===== config.mk =====
export PLATFORM = sky130hd
export DESIGN_NAME = univ_shift_reg_flat
export DESIGN_NICKNAME = d
export VERILOG_FILES = /design/src/rtl/univ_shift_reg_if.sv /design/src/rtl/univ_shift_reg.sv /design/src/flat_wrapper.sv
export SDC_FILE = /design/constraint.sdc
export NUM_CORES = 1
export LEC_CHECK = 0
export CAP_MARGIN = 15
export CORE_MARGIN = 2
export CORE_UTILIZATION = 45
export CTS_CLUSTER_DIAMETER = 100
export DETAILED_ROUTE_END_ITERATION = 8
export PLACE_DENSITY = 0.88
export SLEW_MARGIN = 20
export SYNTH_ARGS = -nofsm -noshare
export SYNTH_HDL_FRONTEND = slang
export SYNTH_SLANG_ARGS = --single-unit

===== constraint.sdc =====
create_clock -name clk -period 1.7 [get_ports clk]
set_input_delay 0.34 -clock clk [delete_from_list [all_inputs] [get_ports clk]]
set_output_delay 0.34 -clock clk [all_outputs]
set_load 0.005 [all_outputs]

===== src/rtl/univ_shift_reg_if.sv =====
// Control and data bundle for the universal shift register.
// The master drives the operation request; the slave returns the register state.
interface univ_shift_reg_if #(
    parameter int WIDTH = 8
);
    localparam int CW = $clog2(WIDTH + 1);

    logic             en;
    logic [2:0]       mode;
    logic             sin;
    logic [WIDTH-1:0] din;
    logic [WIDTH-1:0] q;
    logic             sout;
    logic [CW-1:0]    cnt;
    logic             done;

    modport master (
        output en, mode, sin, din,
        input  q, sout, cnt, done
    );

    modport slave (
        input  en, mode, sin, din,
        output q, sout, cnt, done
    );
endinterface


===== src/rtl/univ_shift_reg.sv =====
// Parametrised universal shift register: load, clear, logical/arithmetic shifts
// and rotates in both directions, with registered serial out and saturating shift count.
module univ_shift_reg #(
    parameter int          WIDTH     = 8,
    parameter logic [31:0] RESET_VAL = 32'h0
) (
    input logic            clk,
    input logic            rst,
    univ_shift_reg_if.slave bus
);
    localparam int CW = $clog2(WIDTH + 1);
    localparam logic [WIDTH-1:0] RESET_Q = RESET_VAL[WIDTH-1:0];
    localparam logic [CW-1:0]    CNT_MAX = CW'(WIDTH);

    typedef enum logic [2:0] {
        MODE_HOLD = 3'b000,
        MODE_LOAD = 3'b001,
        MODE_SHL  = 3'b010,
        MODE_SHR  = 3'b011,
        MODE_ROL  = 3'b100,
        MODE_ROR  = 3'b101,
        MODE_ASR  = 3'b110,
        MODE_CLR  = 3'b111
    } mode_e;

    logic [WIDTH-1:0] q_q, q_d;
    logic             sout_q, sout_d;
    logic [CW-1:0]    cnt_q, cnt_d;
    logic             isShift;

    always_comb begin
        q_d     = q_q;
        sout_d  = sout_q;
        cnt_d   = cnt_q;
        isShift = 1'b0;
        if (bus.en) begin
            case (mode_e'(bus.mode))
                MODE_HOLD: ;
                MODE_LOAD: begin
                    q_d    = bus.din;
                    sout_d = 1'b0;
                    cnt_d  = '0;
                end
                MODE_SHL: begin
                    q_d     = {q_q[WIDTH-2:0], bus.sin};
                    sout_d  = q_q[WIDTH-1];
                    isShift = 1'b1;
                end
                MODE_SHR: begin
                    q_d     = {bus.sin, q_q[WIDTH-1:1]};
                    sout_d  = q_q[0];
                    isShift = 1'b1;
                end
                MODE_ROL: begin
                    q_d     = {q_q[WIDTH-2:0], q_q[WIDTH-1]};
                    sout_d  = q_q[WIDTH-1];
                    isShift = 1'b1;
                end
                MODE_ROR: begin
                    q_d     = {q_q[0], q_q[WIDTH-1:1]};
                    sout_d  = q_q[0];
                    isShift = 1'b1;
                end
                MODE_ASR: begin
                    q_d     = {q_q[WIDTH-1], q_q[WIDTH-1:1]};
                    sout_d  = q_q[0];
                    isShift = 1'b1;
                end
                MODE_CLR: begin
                    q_d    = '0;
                    sout_d = 1'b0;
                    cnt_d  = '0;
                end
                default: ;
            endcase
        end
        // The count stops at WIDTH so done stays asserted until the next LOAD/CLR.
        if (isShift && (cnt_q != CNT_MAX)) begin
            cnt_d = cnt_q + CW'(1);
        end
    end

    always_ff @(posedge clk or posedge rst) begin
        if (rst) begin
            q_q    <= RESET_Q;
            sout_q <= 1'b0;
            cnt_q  <= '0;
        end else begin
            q_q    <= q_d;
            sout_q <= sout_d;
            cnt_q  <= cnt_d;
        end
    end

    assign bus.q    = q_q;
    assign bus.sout = sout_q;
    assign bus.cnt  = cnt_q;
    assign bus.done = (cnt_q == CNT_MAX);
endmodule


===== src/flat_wrapper.sv =====
// flat-port wrapper written by rule: the top's interface ports become plain ports
module univ_shift_reg_flat 
#(
    parameter int          WIDTH     = 8,
    parameter logic [31:0] RESET_VAL = 32'h0
)
  (clk, rst, bus_en, bus_mode, bus_sin, bus_din, bus_q, bus_sout, bus_cnt, bus_done);
  univ_shift_reg_if #(.WIDTH(WIDTH)) bus_i ();
  input logic clk;
  input logic rst;
  input wire logic [$bits(bus_i.en)-1:0] bus_en;
  input wire logic [$bits(bus_i.mode)-1:0] bus_mode;
  input wire logic [$bits(bus_i.sin)-1:0] bus_sin;
  input wire logic [$bits(bus_i.din)-1:0] bus_din;
  output wire logic [$bits(bus_i.q)-1:0] bus_q;
  output wire logic [$bits(bus_i.sout)-1:0] bus_sout;
  output wire logic [$bits(bus_i.cnt)-1:0] bus_cnt;
  output wire logic [$bits(bus_i.done)-1:0] bus_done;
  assign bus_i.en = bus_en;
  assign bus_i.mode = bus_mode;
  assign bus_i.sin = bus_sin;
  assign bus_i.din = bus_din;
  assign bus_q = bus_i.q;
  assign bus_sout = bus_i.sout;
  assign bus_cnt = bus_i.cnt;
  assign bus_done = bus_i.done;
  univ_shift_reg #(.WIDTH(WIDTH), .RESET_VAL(RESET_VAL)) u_core (.clk(clk), .rst(rst), .bus(bus_i));
endmodule

* Word-level counts from Yosys, hierarchy flattened
Index checks and enable logic that the tools add are counted.
Storage, ports and cells: flip-flop bits (word level) 13, input port bits 15, output and inout bits 14, word-level logic and storage cells 36
Cells by class: add/subtract/negate cells 1, equality and inequality tests 9, mux-type cells 7, bitwise logic cells 1, reduce and logical (&&, ||, !) cells 14
Operators with widths (number):
- $pmux 8 s7 | 1
- $eq 3x3->1 const B | 4
- $mux 4 | 3
- $reduce_bool 7->1 | 1
- $eq 3x2->1 const B | 2
- $reduce_and 2->1 | 3
- $reduce_bool 6->1 | 1
- $reduce_or 5->1 | 1
- $add 4x1->4 const B | 1
- $eq 4x4->1 const B | 1
- $ne 4x4->1 const B | 1
- $reduce_bool 2->1 | 2
- $reduce_or 2->1 | 2
- $eq 3x1->1 const B | 1
- $pmux 1 s3 | 1
- $reduce_and 3->1 | 1
- $reduce_bool 3->1 | 1
- $reduce_or 3->1 | 1
- $mux 1 | 2
- $logic_and 1x1->1 | 1
- $not 1->1 | 1

* Longest topological paths before layout
Gate-level depths: netlist (run 1).
depth after elaboration 7, gate-level depth with buffers 6, gate-level depth less buffers 6

* Least setup slack after synthesis (run 1)
No wires, ideal clock.
kind register -> register, start register u_core.cnt_q[0] (netlist: u_core.bus.cnt[0]), end register u_core.cnt_q[3] (netlist: u_core.bus.cnt[3]), setup time 0.131 ns, data arrival time 1.248 ns, required time 1.569 ns, path slack 0.321 ns, stages on the path, launching flop included 7, path buffers 0, clock period less this slack 1.379 ns, cell sequence dfrtp_1 inv_1 ha_1 and3b_1 nand4b_1 nand3_1 o21ai_0
Between the ends: longest elaborated chain between the ends 4, elaborated cells between the ends (all ways) 7, those cells by class 1 x add/sub; 1 x eq/ne; 1 x mux; 4 x reduce/logical
RTL lines:
- start, declared | RTL line univ_shift_reg.sv:28 | logic [CW-1:0] cnt_q, cnt_d;
- start signal, assigned | RTL line univ_shift_reg.sv:91 | cnt_q <= cnt_d;
- branches (longest 4 deep; another with $add 4x1->4)
Several ways; the timed one is not identified. A chain may end at the register's enable or synchronous reset.

* Worst setup path after layout (run 1)
start register u_core.cnt_q[0] (netlist: u_core.bus.cnt[0]), end output port bus_cnt[0]
RTL lines:
- end, declared | RTL line flat_wrapper.sv:17 | output wire logic [$bits(bus_i.cnt)-1:0] bus_cnt;
No word-level cell between the ends.

==> flow_summary.json, run 1 <==
{
  "cts-root-buf": "clkbuf_4",
  "yosysWarnings": 0,
  "drt-total-wl_mm": 2.37,
  "die_x_um": 49.2,
  "dp_cells": 167,
  "clock_path_buffers": 2,
  "utilization_pct": 67.7,
  "antenna_found_initial": 0,
  "crit_buf_inv": 2,
  "criticalPathCategory": "register to output port",
  "cts_setup_buffers": 0,
  "fp.dieH_um": 49.2,
  "drt-vias-per-instance": 5.47,
  "cts.clk_slew.worst_paths_ns": 0.08,
  "maxCapViolations": 0,
  "critical_path.max_stage_delay_ns": 0.50,
  "ir_drop_mv": 0.638,
  "vias": 936,
  "cp_slowest_cell": "clkdlybuf4s50_1",
  "holdWs_ns": 0.372,
  "place_ws_ns": -0.178,
  "crit_fanout": 5,
  "insertedDiodeCount": 0,
  "cts.sinks": 13,
  "fin_worst_skew_ns": 0.000314,
  "grt_usage_pct": 21.6,
  "critical_path_required_ns": 1.36,
  "finalSetupViolations": 0,
  "post_drt_wl_per_cell_um": 13.8,
  "placeableCoreArea_sq_mm": 0.00194,
  "grt_max_degree": 14,
  "maxSlewHeadroom_pct": 67.1,
  "hold_violations": 0,
  "cpLargestDelayFamily": "buffers and inverters",
  "syn_area_per_cell_sq_um": 8.68,
  "worstSetupStartpointType": "register",
  "use_met1_pct": 28.0,
  "io_buffers": 28,
  "multi_input_area_sq_um": 509,
  "p_total_mw": 1.19,
  "die_area_sq_mm": 0.00242,
  "tightest_slew_ns": 0.492,
  "cts_inserted_buffers": 3,
  "rr_worst_depth": 6,
  "grt_pass1_wl_mm": 4.02,
  "drtPass1Iterations": 4,
  "final_common_cell": "clkdlybuf4s50_1",
  "r2r_slack_ns": 0.28,
  "fin_ws_ns": 0.0936,
  "min_period_ns": 1.61,
  "synth_cells": 106,
  "end_kind": "output port",
  "cts_tree": "yes",
  "fin_setup_tns_ns": 0,
  "syn_nets": 123,
  "hp-class": "input pin to asynchronous set/reset pin",
  "grt-busiest-layer": "met2",
  "slew_violations": 0,
  "ios": 29,
  "crit_path_cell_trace": "buf_4 -> clkdlybuf4s50_1",
  "clock_latency_ns": 0.28,
  "status": "complete, no violations",
  "final_antenna_net_count": 0,
  "drive_gt1_share_pct": 13.9,
  "r2r-start": "u_core.bus.cnt[0]",
  "rsz0062_at_grt": "no",
  "synth_cell_types": 34,
  "syn-cell-area_sq_um": 920,
  "yosysSeqAreaShare_pct": 35.4,
  "grt_overflow_total": 0,
  "nNetsFinal": 162,
  "gp_congestion": 0.924,
  "use_met2_pct": 34.7,
  "drc_errors": 0,
  "grtUsageMet3_pct": 4.60,
  "dp_hpwl_mm": 1.83,
  "final_cell_mix": "27 x clkdlybuf4s50_1, 13 x buf_4, 13 x dfrtp_1",
  "dpl_cell_area_sq_mm": 0.00129,
  "instances_no_fill": 171,
  "fill_cells": 157,
  "register_area_sq_um": 325,
  "worst_ep_arrival_time_ns": 1.27,
  "p_leak_nw": 0.613,
  "drt_iter0_markers": 37,
  "power.density_mw_per_mm2": 908,
  "r2r_end": "u_core.bus.cnt[0]",
  "start_util_pct": 47.4,
  "fin_crit_sh_pct": 94.5,
  "synth-seq-cells": 13,
  "htree_levels": 1,
  "final_area_sq_mm": 0.00132,
  "fmax_mhz": 623,
  "grt_pass1_vias": 881,
  "rows": 16,
  "area_delta_synth_final_pct": 43.0
}
## cells in the mapped netlist (all sizes together)
| library cell | count | area (sq um) |
|---|---|---|
| dfrtp | 13 | 325 |
| o21ai | 12 | 71.3 |
| nand2 | 10 | 37.5 |
| buf | 8 | 62.6 |
| nand3 | 7 | 35.0 |
| a21o | 6 | 45.0 |
| inv | 6 | 22.5 |
| nor2 | 6 | 22.5 |
| o22ai | 6 | 37.5 |
| mux2i | 5 | 50.1 |
| a21oi | 3 | 15.0 |
| and3b | 2 | 17.5 |
| ha | 2 | 25.0 |
| nand2b | 2 | 12.5 |
| nor3 | 2 | 10.0 |
| o32ai | 2 | 17.5 |
| a211oi | 1 | 7.51 |
| a21boi | 1 | 7.51 |
| a221o | 1 | 10.0 |
| and2 | 1 | 6.26 |
| and3 | 1 | 6.26 |
| mux2 | 1 | 11.3 |
| nand4 | 1 | 6.26 |
| nand4b | 1 | 8.76 |
| nor2b | 1 | 6.26 |
| o2bb2ai | 1 | 8.76 |
| o31ai | 1 | 7.51 |
| or2 | 1 | 8.76 |
| xnor2 | 1 | 8.76 |
| xor2 | 1 | 8.76 |
## metal layers
metal  vias to the layer above  wire length, um  share of wire (%)
li1                        459                -                  -
met1                       441             1090                 46
met2                        30             1130                 48
met3                         6               98                4.1
met4                         0               50                2.1
met5                         -                0                  0
## flip-flops by register name, summed over array words and instances (netlist names)
signal and cells:
u_core.bus.sout 1, u_core.bus.cnt 4, u_core.bus.q 8
## report_power, final
group | leakage, nW | internal (mW) | switching [mW]
Sequential | 0.164 | 0.384 | 0.0806
Clock | 0.0150 | 0.0912 | 0.106
Combinational | 0.434 | 0.318 | 0.214
## cells by family (layout without fill, tap and decap cells)
group | count (synthesis) | in the layout | share of synthesized area, %
AND/OR/NAND/NOR | 35 | 35 | 19.3
AO/OA/AOI/OAI | 34 | 34 | 24.8
buffers and inverters | 14 | 52 | 9.25
flip-flops | 13 | 13 | 35.4
multiplexers | 6 | 6 | 6.67
adder cells (fa/ha/maj) | 2 | 2 | 2.72
XOR/XNOR | 2 | 2 | 1.91
## what timing repair did
| item | CTS | global route |
|---|---|---|
| resized for setup | 1 | 1 |
| endpoints found under the setup margin | 1 | 1 |
| pin swaps | 0 | 0 |
| hold buffers | 0 | 0 |
## worst max path at each step
stage                 startpoint           endpoint  cells past startpoint  slack [ns]
2_1_floorplan  u_core.bus.cnt[0]  u_core.bus.cnt[3]                      6        0.32
6_report       u_core.bus.cnt[0]         bus_cnt[0]                      2        0.09
3_5_place_dp         bus_mode[1]    u_core.bus.q[0]                      5       -0.18
4_1_cts        u_core.bus.cnt[0]           bus_done                      4        0.05
5_1_grt        u_core.bus.cnt[0]           bus_done                      4        0.03
3_3_place_gp         bus_mode[1]    u_core.bus.q[0]                      5       -0.14
## area by class of cell
class / count / share of cell area, %
clock buffer: 4 / 2.00
multi-input combinational: 79 / 38.7
tap: 27 / 2.57
sequential: 13 / 24.7
inverter: 6 / 1.71
timing repair buffer: 42 / 30.3
## worst register-to-register path, cell delays in order (launching register included)
cell	delay [ns]
dfrtp_1	0.36
inv_1	0.05
ha_1	0.18
and3b_1	0.18
nand4b_1	0.29
nand3_1	0.15
o21ai_0	0.10
Note: power is estimated with default switching activity, not from simulation.
==> run 2, diff against run 1 <==
CAP_MARGIN = 20   (was 15)
==> results of run 2 <==
Same layout as run 1: the final DEF is identical, and so are final timing and power.
==> run 3, diff against run 2 <==
PLACE_DENSITY = 0.78   (was 0.88)
==> flow_summary.json, run 3 (synthesized netlist as in run 1, its figures left out) <==
{
  "hp-class": "input pin to asynchronous set/reset pin",
  "grt_overflow_total": 0,
  "power.density_mw_per_mm2": 923,
  "finalSetupViolations": 0,
  "share_comb_of_total_power_pct": 44.4,
  "criticalPathCategory": "register to output port",
  "drt-vias-per-instance": 5.56,
  "area_delta_synth_final_pct": 41.8,
  "dpl_cell_area_sq_mm": 0.00128,
  "ir_drop_mv": 0.652,
  "drt_iter0_markers": 44,
  "min_period_ns": 1.64,
  "ios": 29,
  "worstSetupStartpointType": "register",
  "final_common_cell": "clkdlybuf4s50_1",
  "status": "complete, no violations",
  "crit_start": "u_core.bus.cnt[2]",
  "holdBufCountCts": 0,
  "final_antenna_net_count": 0,
  "dp_hpwl_mm": 1.76,
  "r2r-start": "u_core.bus.cnt[0]",
  "post_drt_wl_per_cell_um": 13.7,
  "instances_no_fill": 171,
  "drive_gt1_share_pct": 14.6,
  "fin_crit_sh_pct": 96.4,
  "dr_wl_met3_um": 145,
  "crit_fanout": 4,
  "p_total_mw": 1.20,
  "fp.dieH_um": 49.2,
  "tightest_slew_ns": 0.526,
  "start_util_pct": 47.4,
  "p_leak_nw": 0.607,
  "drt-total-wl_mm": 2.34,
  "grt_usage_pct": 21.2,
  "fin_setup_tns_ns": 0,
  "maxCapViolations": 0,
  "grt_max_degree": 14,
  "grt_pass1_vias": 877,
  "placeableCoreArea_sq_mm": 0.00194,
  "wirelength_met1_mm": 1.14,
  "utilization_pct": 67.1,
  "fmax_mhz": 610,
  "crit_path_cell_trace": "buf_4 -> clkdlybuf4s50_1",
  "cts_inserted_buffers": 3,
  "antenna_found_initial": 0,
  "clock_path_buffers": 2,
  "nNetsFinal": 162,
  "cts-root-buf": "clkbuf_4",
  "drtPass1Iterations": 4,
  "cp_slowest_cell": "clkdlybuf4s50_1",
  "p_int_mw": 0.795,
  "slew_violations": 0,
  "final_area_sq_mm": 0.00130,
  "r2r_end": "u_core.bus.cnt[0]",
  "rsz0062_at_grt": "no",
  "fin_worst_skew_ns": 0.00151,
  "clock_latency_ns": 0.28,
  "rr_worst_depth": 6,
  "rows": 16,
  "htree_levels": 1,
  "cts.clk_slew.worst_paths_ns": 0.09,
  "r2r_slack_ns": 0.24,
  "cts.sinks": 13,
  "p_switching_mw": 0.408,
  "hold_violations": 0,
  "io_buffers": 28,
  "crit_path_end": "bus_cnt[2]",
  "die_x_um": 49.2,
  "p_seq_share_pct": 38.7,
  "gp_congestion": 0.829,
  "worst_ep_arrival_time_ns": 1.30,
  "die_area_sq_mm": 0.00242,
  "switching_share_pct": 33.9,
  "largest_register_ffs": 8,
  "maxSlewHeadroom_pct": 64.9,
  "insertedDiodeCount": 0,
  "grt_pass1_wl_mm": 3.95,
  "critical_path_required_ns": 1.36,
  "critical_path.max_stage_delay_ns": 0.50,
  "cts_tree": "yes",
  "dp_cells": 167,
  "top_layer_used": "met4",
  "end_kind": "output port",
  "drc_errors": 0,
  "dr_wl_met2_mm": 1.03,
  "clkPwrFrac_pct": 17.0,
  "final_cell_mix": "27 x clkdlybuf4s50_1, 14 x buf_4, 13 x dfrtp_1",
  "vias": 951
}
==> run 3: cell counts in the layout (fill, tap and decap cells not counted) <==
Identical to the previous run, type by type.
==> run 3: worst min-delay path by stage <==
stage,startpoint,endpoint,slack [ns],depth (start not counted)
detailed placement,u_core.bus.sout,u_core.bus.sout,0.55,2
floorplan,rst,u_core.bus.cnt[0],0.22,1
CTS,rst,u_core.bus.cnt[1],0.40,2
finish,rst,u_core.bus.q[2],0.38,2
global placement,u_core.bus.sout,u_core.bus.sout,0.53,2
global route,rst,u_core.bus.cnt[0],0.43,2
==> run 3: layout make-up <==
class                      count  area, sq um
tap                           27         33.8
clock buffer                   4         26.3
multi-input combinational     79          510
fill                         160          638
timing repair buffer          42          385
inverter                       6         22.5
sequential                    13          325
==> run 3: stage by stage <==
step                worst slack [ns]  hold slack (ns)
floorplan                      0.321            0.217
global placement             -0.0780            0.534
detailed placement            -0.129            0.554
CTS                           0.0371            0.395
global route                  0.0173            0.433
finish                        0.0609            0.382
==> run 3: timing repair <==
action,in CTS,in global routing
endpoints found under the setup margin,1,1
gates resized for setup,1,2
setup buffers,0,0
==> run 3: power by group through the flow <==
stage,clock [mW],combinational (mW),sequential [mW]
floorplan,0,0.221,0.476
global placement,0,0.518,0.465
finish,0.204,0.534,0.465
global route,0.221,0.593,0.478
detailed placement,0,0.534,0.468
CTS,0.208,0.534,0.463
==> run 3: per-layer routing <==
layer	up-vias	global-route usage, %
li1	455	-
met1	448	30.5
met5	-	0
met3	7	3.99
met2	41	30.6
met4	0	9.52
==> run 3: critical path: cells and delay by family (launching register included) <==
family / cells / cell delay [ns]
flip-flops: 1 / 0.38
buffers and inverters: 2 / 0.64
